--- src/rtl/axi_decerr_slave.sv ---
// Default AXI slave for unmapped addresses: it completes every write and read
// burst with a DECERR response, counts completed errors and keeps the last offending addresses.
module axi_decerr_slave #(
  parameter int                    ID_WIDTH   = 4,
  parameter int                    DATA_WIDTH = 32,
  parameter logic [DATA_WIDTH-1:0] FILL_DATA  = 32'hDEADBEEF,
  parameter int                    CNT_WIDTH  = 16
) (
  input  logic                    clk,
  input  logic                    rst,
  input  logic [ID_WIDTH-1:0]     WR_ADDR_ID,
  input  logic [31:0]             WR_ADDR,
  input  logic [7:0]              WR_ADDR_LEN,
  input  logic                    WR_ADDR_VALID,
  output logic                    WR_ADDR_READY,
  input  logic [DATA_WIDTH-1:0]   WR_DATA,
  input  logic [DATA_WIDTH/8-1:0] WR_DATA_STRB,
  input  logic                    WR_DATA_LAST,
  input  logic                    WR_DATA_VALID,
  output logic                    WR_DATA_READY,
  output logic [ID_WIDTH-1:0]     WR_BACK_ID,
  output logic [1:0]              WR_BACK_RESP,
  output logic                    WR_BACK_VALID,
  input  logic                    WR_BACK_READY,
  input  logic [ID_WIDTH-1:0]     RD_ADDR_ID,
  input  logic [31:0]             RD_ADDR,
  input  logic [7:0]              RD_ADDR_LEN,
  input  logic                    RD_ADDR_VALID,
  output logic                    RD_ADDR_READY,
  output logic [ID_WIDTH-1:0]     RD_BACK_ID,
  output logic [DATA_WIDTH-1:0]   RD_DATA,
  output logic [1:0]              RD_DATA_RESP,
  output logic                    RD_DATA_LAST,
  output logic                    RD_DATA_VALID,
  input  logic                    RD_DATA_READY,
  output logic [CNT_WIDTH-1:0]    WR_ERR_CNT,
  output logic [CNT_WIDTH-1:0]    RD_ERR_CNT,
  output logic [31:0]             WR_ERR_ADDR,
  output logic [31:0]             RD_ERR_ADDR
);

  localparam logic [1:0] RESP_DECERR = 2'b11;

  typedef enum logic [1:0] {W_IDLE, W_DATA, W_RESP} wrState_e;
  typedef enum logic       {R_IDLE, R_DATA}         rdState_e;

  wrState_e             wrState_q, wrState_d;
  logic                 awReady_q, awReady_d;
  logic [ID_WIDTH-1:0]  wrId_q, wrId_d;
  logic [31:0]          wrAddr_q, wrAddr_d;
  logic [CNT_WIDTH-1:0] wrCnt_q, wrCnt_d;

  rdState_e             rdState_q, rdState_d;
  logic                 arReady_q, arReady_d;
  logic [ID_WIDTH-1:0]  rdId_q, rdId_d;
  logic [31:0]          rdAddr_q, rdAddr_d;
  logic [7:0]           beatCnt_q, beatCnt_d;
  logic [CNT_WIDTH-1:0] rdCnt_q, rdCnt_d;

  // Write data contents and burst length play no part in terminating a write.
  logic unusedInputs;
  assign unusedInputs = ^{WR_DATA, WR_DATA_STRB, WR_ADDR_LEN};

  always_ff @(posedge clk or posedge rst) begin
    if (rst) begin
      wrState_q <= W_IDLE;
      awReady_q <= 1'b0;
      wrId_q    <= '0;
      wrAddr_q  <= '0;
      wrCnt_q   <= '0;
    end else begin
      wrState_q <= wrState_d;
      awReady_q <= awReady_d;
      wrId_q    <= wrId_d;
      wrAddr_q  <= wrAddr_d;
      wrCnt_q   <= wrCnt_d;
    end
  end

  always_comb begin
    wrState_d = wrState_q;
    awReady_d = 1'b0;
    wrId_d    = wrId_q;
    wrAddr_d  = wrAddr_q;
    wrCnt_d   = wrCnt_q;
    case (wrState_q)
      W_IDLE: begin
        awReady_d = 1'b1;
        if (WR_ADDR_VALID && awReady_q) begin
          wrState_d = W_DATA;
          awReady_d = 1'b0;
          wrId_d    = WR_ADDR_ID;
          wrAddr_d  = WR_ADDR;
        end
      end
      // Only a LAST handshake ends the burst, whatever the beat count.
      W_DATA: begin
        if (WR_DATA_VALID && WR_DATA_LAST) wrState_d = W_RESP;
      end
      W_RESP: begin
        if (WR_BACK_READY) begin
          wrState_d = W_IDLE;
          awReady_d = 1'b1;
          if (wrCnt_q != '1) wrCnt_d = wrCnt_q + CNT_WIDTH'(1);
        end
      end
      default: wrState_d = W_IDLE;
    endcase
  end

  assign WR_ADDR_READY = awReady_q;
  assign WR_DATA_READY = (wrState_q == W_DATA);
  assign WR_BACK_VALID = (wrState_q == W_RESP);
  assign WR_BACK_RESP  = (wrState_q == W_RESP) ? RESP_DECERR : 2'b00;
  assign WR_BACK_ID    = wrId_q;
  assign WR_ERR_CNT    = wrCnt_q;
  assign WR_ERR_ADDR   = wrAddr_q;

  always_ff @(posedge clk or posedge rst) begin
    if (rst) begin
      rdState_q <= R_IDLE;
      arReady_q <= 1'b0;
      rdId_q    <= '0;
      rdAddr_q  <= '0;
      beatCnt_q <= '0;
      rdCnt_q   <= '0;
    end else begin
      rdState_q <= rdState_d;
      arReady_q <= arReady_d;
      rdId_q    <= rdId_d;
      rdAddr_q  <= rdAddr_d;
      beatCnt_q <= beatCnt_d;
      rdCnt_q   <= rdCnt_d;
    end
  end

  // beatCnt_q holds the beats remaining after the current one, so LEN=255 yields 256 beats.
  always_comb begin
    rdState_d = rdState_q;
    arReady_d = 1'b0;
    rdId_d    = rdId_q;
    rdAddr_d  = rdAddr_q;
    beatCnt_d = beatCnt_q;
    rdCnt_d   = rdCnt_q;
    case (rdState_q)
      R_IDLE: begin
        arReady_d = 1'b1;
        if (RD_ADDR_VALID && arReady_q) begin
          rdState_d = R_DATA;
          arReady_d = 1'b0;
          rdId_d    = RD_ADDR_ID;
          rdAddr_d  = RD_ADDR;
          beatCnt_d = RD_ADDR_LEN;
        end
      end
      R_DATA: begin
        if (RD_DATA_READY) begin
          if (beatCnt_q == 8'd0) begin
            rdState_d = R_IDLE;
            arReady_d = 1'b1;
            if (rdCnt_q != '1) rdCnt_d = rdCnt_q + CNT_WIDTH'(1);
          end else begin
            beatCnt_d = beatCnt_q - 8'd1;
          end
        end
      end
      default: rdState_d = R_IDLE;
    endcase
  end

  assign RD_ADDR_READY = arReady_q;
  assign RD_DATA_VALID = (rdState_q == R_DATA);
  assign RD_DATA       = (rdState_q == R_DATA) ? FILL_DATA : '0;
  assign RD_DATA_RESP  = (rdState_q == R_DATA) ? RESP_DECERR : 2'b00;
  assign RD_DATA_LAST  = (rdState_q == R_DATA) && (beatCnt_q == 8'd0);
  assign RD_BACK_ID    = rdId_q;
  assign RD_ERR_CNT    = rdCnt_q;
  assign RD_ERR_ADDR   = rdAddr_q;

endmodule

--- config.mk ---
export PLATFORM = sky130hd
export DESIGN_NAME = axi_decerr_slave
export DESIGN_NICKNAME = d
export VERILOG_FILES = /design/src/rtl/axi_decerr_slave.sv
export SDC_FILE = /design/constraint.sdc
export NUM_CORES = 1
export LEC_CHECK = 0
export ABC_AREA = 0
export ABC_CLOCK_PERIOD_IN_PS = 9700
export CORE_ASPECT_RATIO = 0.8
export CORE_UTILIZATION = 42
export DETAILED_ROUTE_END_ITERATION = 10
export PLACE_DENSITY = 0.82
export SYNTH_ARGS = -nofsm -noshare
export SYNTH_HDL_FRONTEND = slang
export SYNTH_SLANG_ARGS = --single-unit
--- constraint.sdc ---
create_clock -name clk -period 9.7 [get_ports clk]
set_clock_uncertainty 0.2 [all_clocks]
set_input_delay 1.94 -clock clk [delete_from_list [all_inputs] [get_ports clk]]
set_output_delay 1.94 -clock clk [all_outputs]
set_load 0.01 [all_outputs]
Yosys cells after proc, flatten, opt, wreduce, memory -nomap -nowiden:

Cells that the tools add are included.

* input port bits: 132
* word-level logic and storage cells: 59
* output and inout port bits: 146
* bits in registers: 117

* reductions and logical operators: 12
* multiplexer cells: 22
* add/subtract/negate cells: 3
* bitwise operators: 1
* equal/unequal tests: 10

Operators with widths (number)
* $add 16x1->16 const B: 2
* $mux 32: 1
* $ne 16x16->1 const B: 2
* $mux 8: 3
* $pmux 8 s2: 1
* $mux 2: 5
* $reduce_and 3->1: 3
* $logic_not 8->1: 1
* $mux 1: 8
* $ne 2x2->1 const B: 4
* $sub 8x1->8 const B: 1
* $pmux 1 s2: 3
* $pmux 2 s3: 1
* $logic_and 1x1->1: 4
* $ne 2x1->1 const B: 2
* $reduce_and 2->1: 2
* $reduce_and 4->1: 1
* $eq 2x1->1 const B: 1
* $eq 2x2->1 const B: 1
* $logic_not 2->1: 1
* $not 1->1: 1

Longest topological paths before layout:

* depth in word-level cells: 4
* gate-level depth with buffers: 8
* gate-level depth less buffers: 7

Least setup slack after synthesis:

No wires, ideal clock.

* path kind: reg2out
* from: reg beatCnt_q[3]
* to: out RD_DATA_LAST
* stages on the path, launching flop included: 4
* slack: 6.203 ns
* buffers on the path: 0
* arrival time: 1.357 ns
* data required time: 7.560 ns
* path through: dfrtp_1 > or4_4 > nor3_1 > and2_1

* longest elaborated chain between the ends: 2

Ends and longest elaborated chain
* start: declaration: line 57 `logic [7:0] beatCnt_q, beatCnt_d;`
* start signal: assignment: line 132 `beatCnt_q <= beatCnt_d;`
* $logic_not 8->1: line 175 `assign RD_DATA_LAST = (rdState_q == R_DATA) && (beatCnt_q == 8'd0);`
* $logic_and 1x1->1: line 175
* end: declaration: line 33 `output logic RD_DATA_LAST,`

No other way between the ends.

Worst setup path in the final report:

Same ends and word-level chain as after synthesis.

==> results.py <==
metrics = {
    "outcome": {
        "status": "finished, final reports clean",
    },
    "floorplan": {
        "row_count": 35,
        "start_util_pct": 44.0,
        "fp.dieArea_um2": 12700,
        "dieWidth_um": 126,
        "core_area_um2": 11700,
        "io_pins": 278,
        "die_y_um": 101,
    },
    "power_and_ir_drop": {
        "seqPwrFrac_pct": 35.4,
        "swShare_pct": 29.3,
        "power_density_nw_per_um2": 270,
        "intPower_uw": 1520,
        "clkPwrFrac_pct": 30.8,
        "power.leakage_uw": 0.00359,
        "p_sw_uw": 631,
        "combPwrFrac_pct": 33.8,
        "peakVddDrop_mv": 0.171,
    },
    "routing": {
        "vias": 4116,
        "drt-vias-per-instance": 4.89,
        "route.detailed.drc": 0,
        "first_pass_iters": 4,
        "wl_mm": 13.5,
        "drtIter0Drc": 128,
        "antenna_left": 0,
        "wl_per_cell_um": 16.1,
    },
    "logic_synthesis": {
        "synth.avg_cell_area_um2": 10.8,
        "netlist_instances": 476,
        "netlist_area_um2": 5160,
        "synth_compound_area_share_pct": 3.44,
        "synth_seq_cells": 117,
        "synth_xor_area_share_pct": 5.09,
        "ys_types": 43,
        "synth_top_family_by_area": "simple AND/OR/NAND/NOR gates",
        "yosys.area_share.simple_pct": 18.1,
        "synth_flop_cell": "dfrtp_1",
        "synth_edf_count": 0,
        "synth.area.mux_share_pct": 8.48,
        "yosysWarningCount": 0,
        "synth_fa_ha_area_share_pct": 0.970,
        "ys_seq_area_share_pct": 56.7,
        "async_reset_ff_share_pct": 100,
    },
    "clocking": {
        "post_cts_buffers": 0,
        "clkTransAtPathRegs_ns": 0.06,
        "htree_levels": 4,
        "ctsHoldBuffers": 0,
        "cts_root_buffer": "clkbuf_16",
        "cts_resized": 0,
        "insertion_delay_ns": 0.40,
        "cts.sinks": 117,
        "tritoncts": "done",
        "clockBufferDepth": 2,
        "cts_buffers": 17,
    },
    "global_routing": {
        "antenna_found_initial": 0,
        "grt.total_usage_pct": 21.8,
        "grt_max_degree": 61,
        "grt_pass1_wl_mm": 21.7,
        "grt_overflow": 0,
        "grt_pass1_vias": 4336,
    },
    "worst_setup_path": {
        "cp-start-kind": "register",
        "worst_ep_arrival_time_ns": 2.37,
        "critPathMaxFanout": 6,
        "crit_type": "register to output port",
        "worstPathRequired_ns": 7.56,
        "endpoint_kind": "output port",
    },
    "sta": {
        "hold_viol": 0,
        "slew_headroom_pct": 32.6,
        "worstMarginPinSlew_ns": 1.01,
        "setup-violations-final": 0,
        "period_share_pct": 46.5,
        "slew_viol_final": 0,
        "final.setup.tns_ns": 0,
        "hold-worst-slack_ns": 0.271,
        "min_period_ns": 4.51,
        "rsz0062_at_grt": "false",
        "max_freq_ghz": 0.222,
    },
    "place": {
        "place_hpwl_mm": 9.77,
        "gp_congestion": 0.768,
        "port_buffers": 225,
    },
    "min_path": {
        "hold_class": "register to register",
    },
    "final_layout": {
        "diodes": 0,
        "syn2layout_area_growth_pct": 54.4,
        "drive_gt1_share_pct": 11.7,
        "nNetsFinal": 817,
    },
    "run": {
        "maxCapViolCount": 0,
    },
}
-- cell families (layout without fill, tap and decap cells) --
family / Yosys count / count (layout)
xor gates and xnor gates: 30 / 30
muxes: 39 / 39
AOI/OAI and AO/OA: 25 / 25
buffers and inverters: 61 / 272
other: 1 / 8
adders and majority gates: 4 / 4
DFF: 117 / 117
and+or+nand+nor: 199 / 199
-- placed cells by master (no fill, tap or decap), types with 2 or more instances in the layout --
cell type	instances
nor3_2	2
a31oi_1	4
dfrtp_1	117
a21oi_1	6
clkdlybuf4s50_1	225
o22a_1	6
nand4_1	7
ha_1	4
nor2_1	18
clkbuf_16	17
clkinv_4	4
nor3_1	6
nand2b_1	3
and2_1	2
conb_1	8
bufinv_16	4
and3_1	5
and4_1	8
buf_4	4
clkinvlp_4	3
nand3_1	12
nand2_1	124
xnor2_1	14
mux2_2	38
xor2_1	16
inv_1	9
nor2b_1	4
-- synth_stat cells (all sizes together) (8+ instances only) --
| cell type | n | share of area, % |
|---|---|---|
| and4 | 8 | 1.4 |
| buf | 41 | 5.7 |
| clkbuf | 9 | 0.65 |
| dfrtp | 117 | 57 |
| inv | 11 | 0.80 |
| mux2 | 38 | 8.3 |
| nand2 | 124 | 9.0 |
| nand3 | 12 | 1.2 |
| nand4 | 8 | 1.1 |
| nor2 | 18 | 1.3 |
| nor3 | 9 | 1.2 |
| xnor2 | 14 | 2.4 |
| xor2 | 16 | 2.7 |
-- worst max-delay path, cell delays in order, from the launching register on --
cell             delay, ns
dfrtp_1               0.43
or4_4                 0.60
nor3_1                0.24
and2_1                0.16
clkdlybuf4s50_1       0.53
-- stage by stage --
stage / setup slack (ns) / total power, µW / std cells / instance area (µm²) / utilization (%)
2_1_floorplan: 4.46 / 1080 / 483 / 5190 / -
3_3_place_gp: 4.89 / 1460 / 810 / 7340 / 62.5
3_5_place_dp: 4.84 / 1500 / 810 / 7340 / 62.5
4_1_cts: 5.17 / 2180 / 842 / 7970 / 67.9
5_1_grt: 5.11 / 2270 / 842 / 7970 / 67.9
6_report: 5.19 / 2150 / 842 / 7970 / 67.9
-- metal layers --
| metal | vias up | routed length, µm | GRT usage [%] |
|---|---|---|---|
| met5 | - | 0 | 0 |
| met4 | 0 | 91 | 5.65 |
| met3 | 10 | 762 | 6.66 |
| met2 | 111 | 7220 | 39.6 |
| met1 | 2038 | 5460 | 25.4 |
| li1 | 1957 | - | - |
-- power groups by stage --
stage | Sequential, µW | Clock (µW) | Combinational (µW)
3_5_place_dp | 768 | 0 | 731
4_1_cts | 764 | 676 | 739
5_1_grt | 787 | 696 | 782
3_3_place_gp | 753 | 0 | 712
2_1_floorplan | 825 | 0 | 250
6_report | 764 | 663 | 728
-- final timing paths --
kind | slack [ns] | depth (start not counted) | endpoint | start
min reg2reg | 0.27 | 2 | RD_BACK_ID[0] | RD_BACK_ID[0]
max reg2reg | 6.52 | 6 | beatCnt_q[7] | RD_DATA_VALID
max | 5.19 | 4 | RD_DATA_LAST | beatCnt_q[3]
min in group asynchronous | 1.81 | 2 | RD_BACK_ID[2] | rst
max in group asynchronous | 6.22 | 3 | WR_ERR_CNT[15] | rst
min | 0.27 | 2 | RD_BACK_ID[0] | RD_BACK_ID[0]
-- registers in the layout (all words and copies together) (netlist names) --
signal         flops
RD_BACK_ID         4
WR_ADDR_READY      1
RD_DATA_VALID      1
WR_BACK_ID         4
RD_ADDR_READY      1
WR_ERR_ADDR       32
WR_ERR_CNT        16
RD_ERR_CNT        16
RD_ERR_ADDR       32
wrState_q          2
beatCnt_q          8
-- layout make-up --
type                    count  area, µm²
clock inverters            14        203
multi-input cells         305       1900
repair buffers            229       2280
fillers                   865       3770
flip-flops and latches    117       2930
inverters                  11       43.8
well taps                 148        185
clock buffers              18        429
No activity file was read; power rests on OpenSTA's default activity.
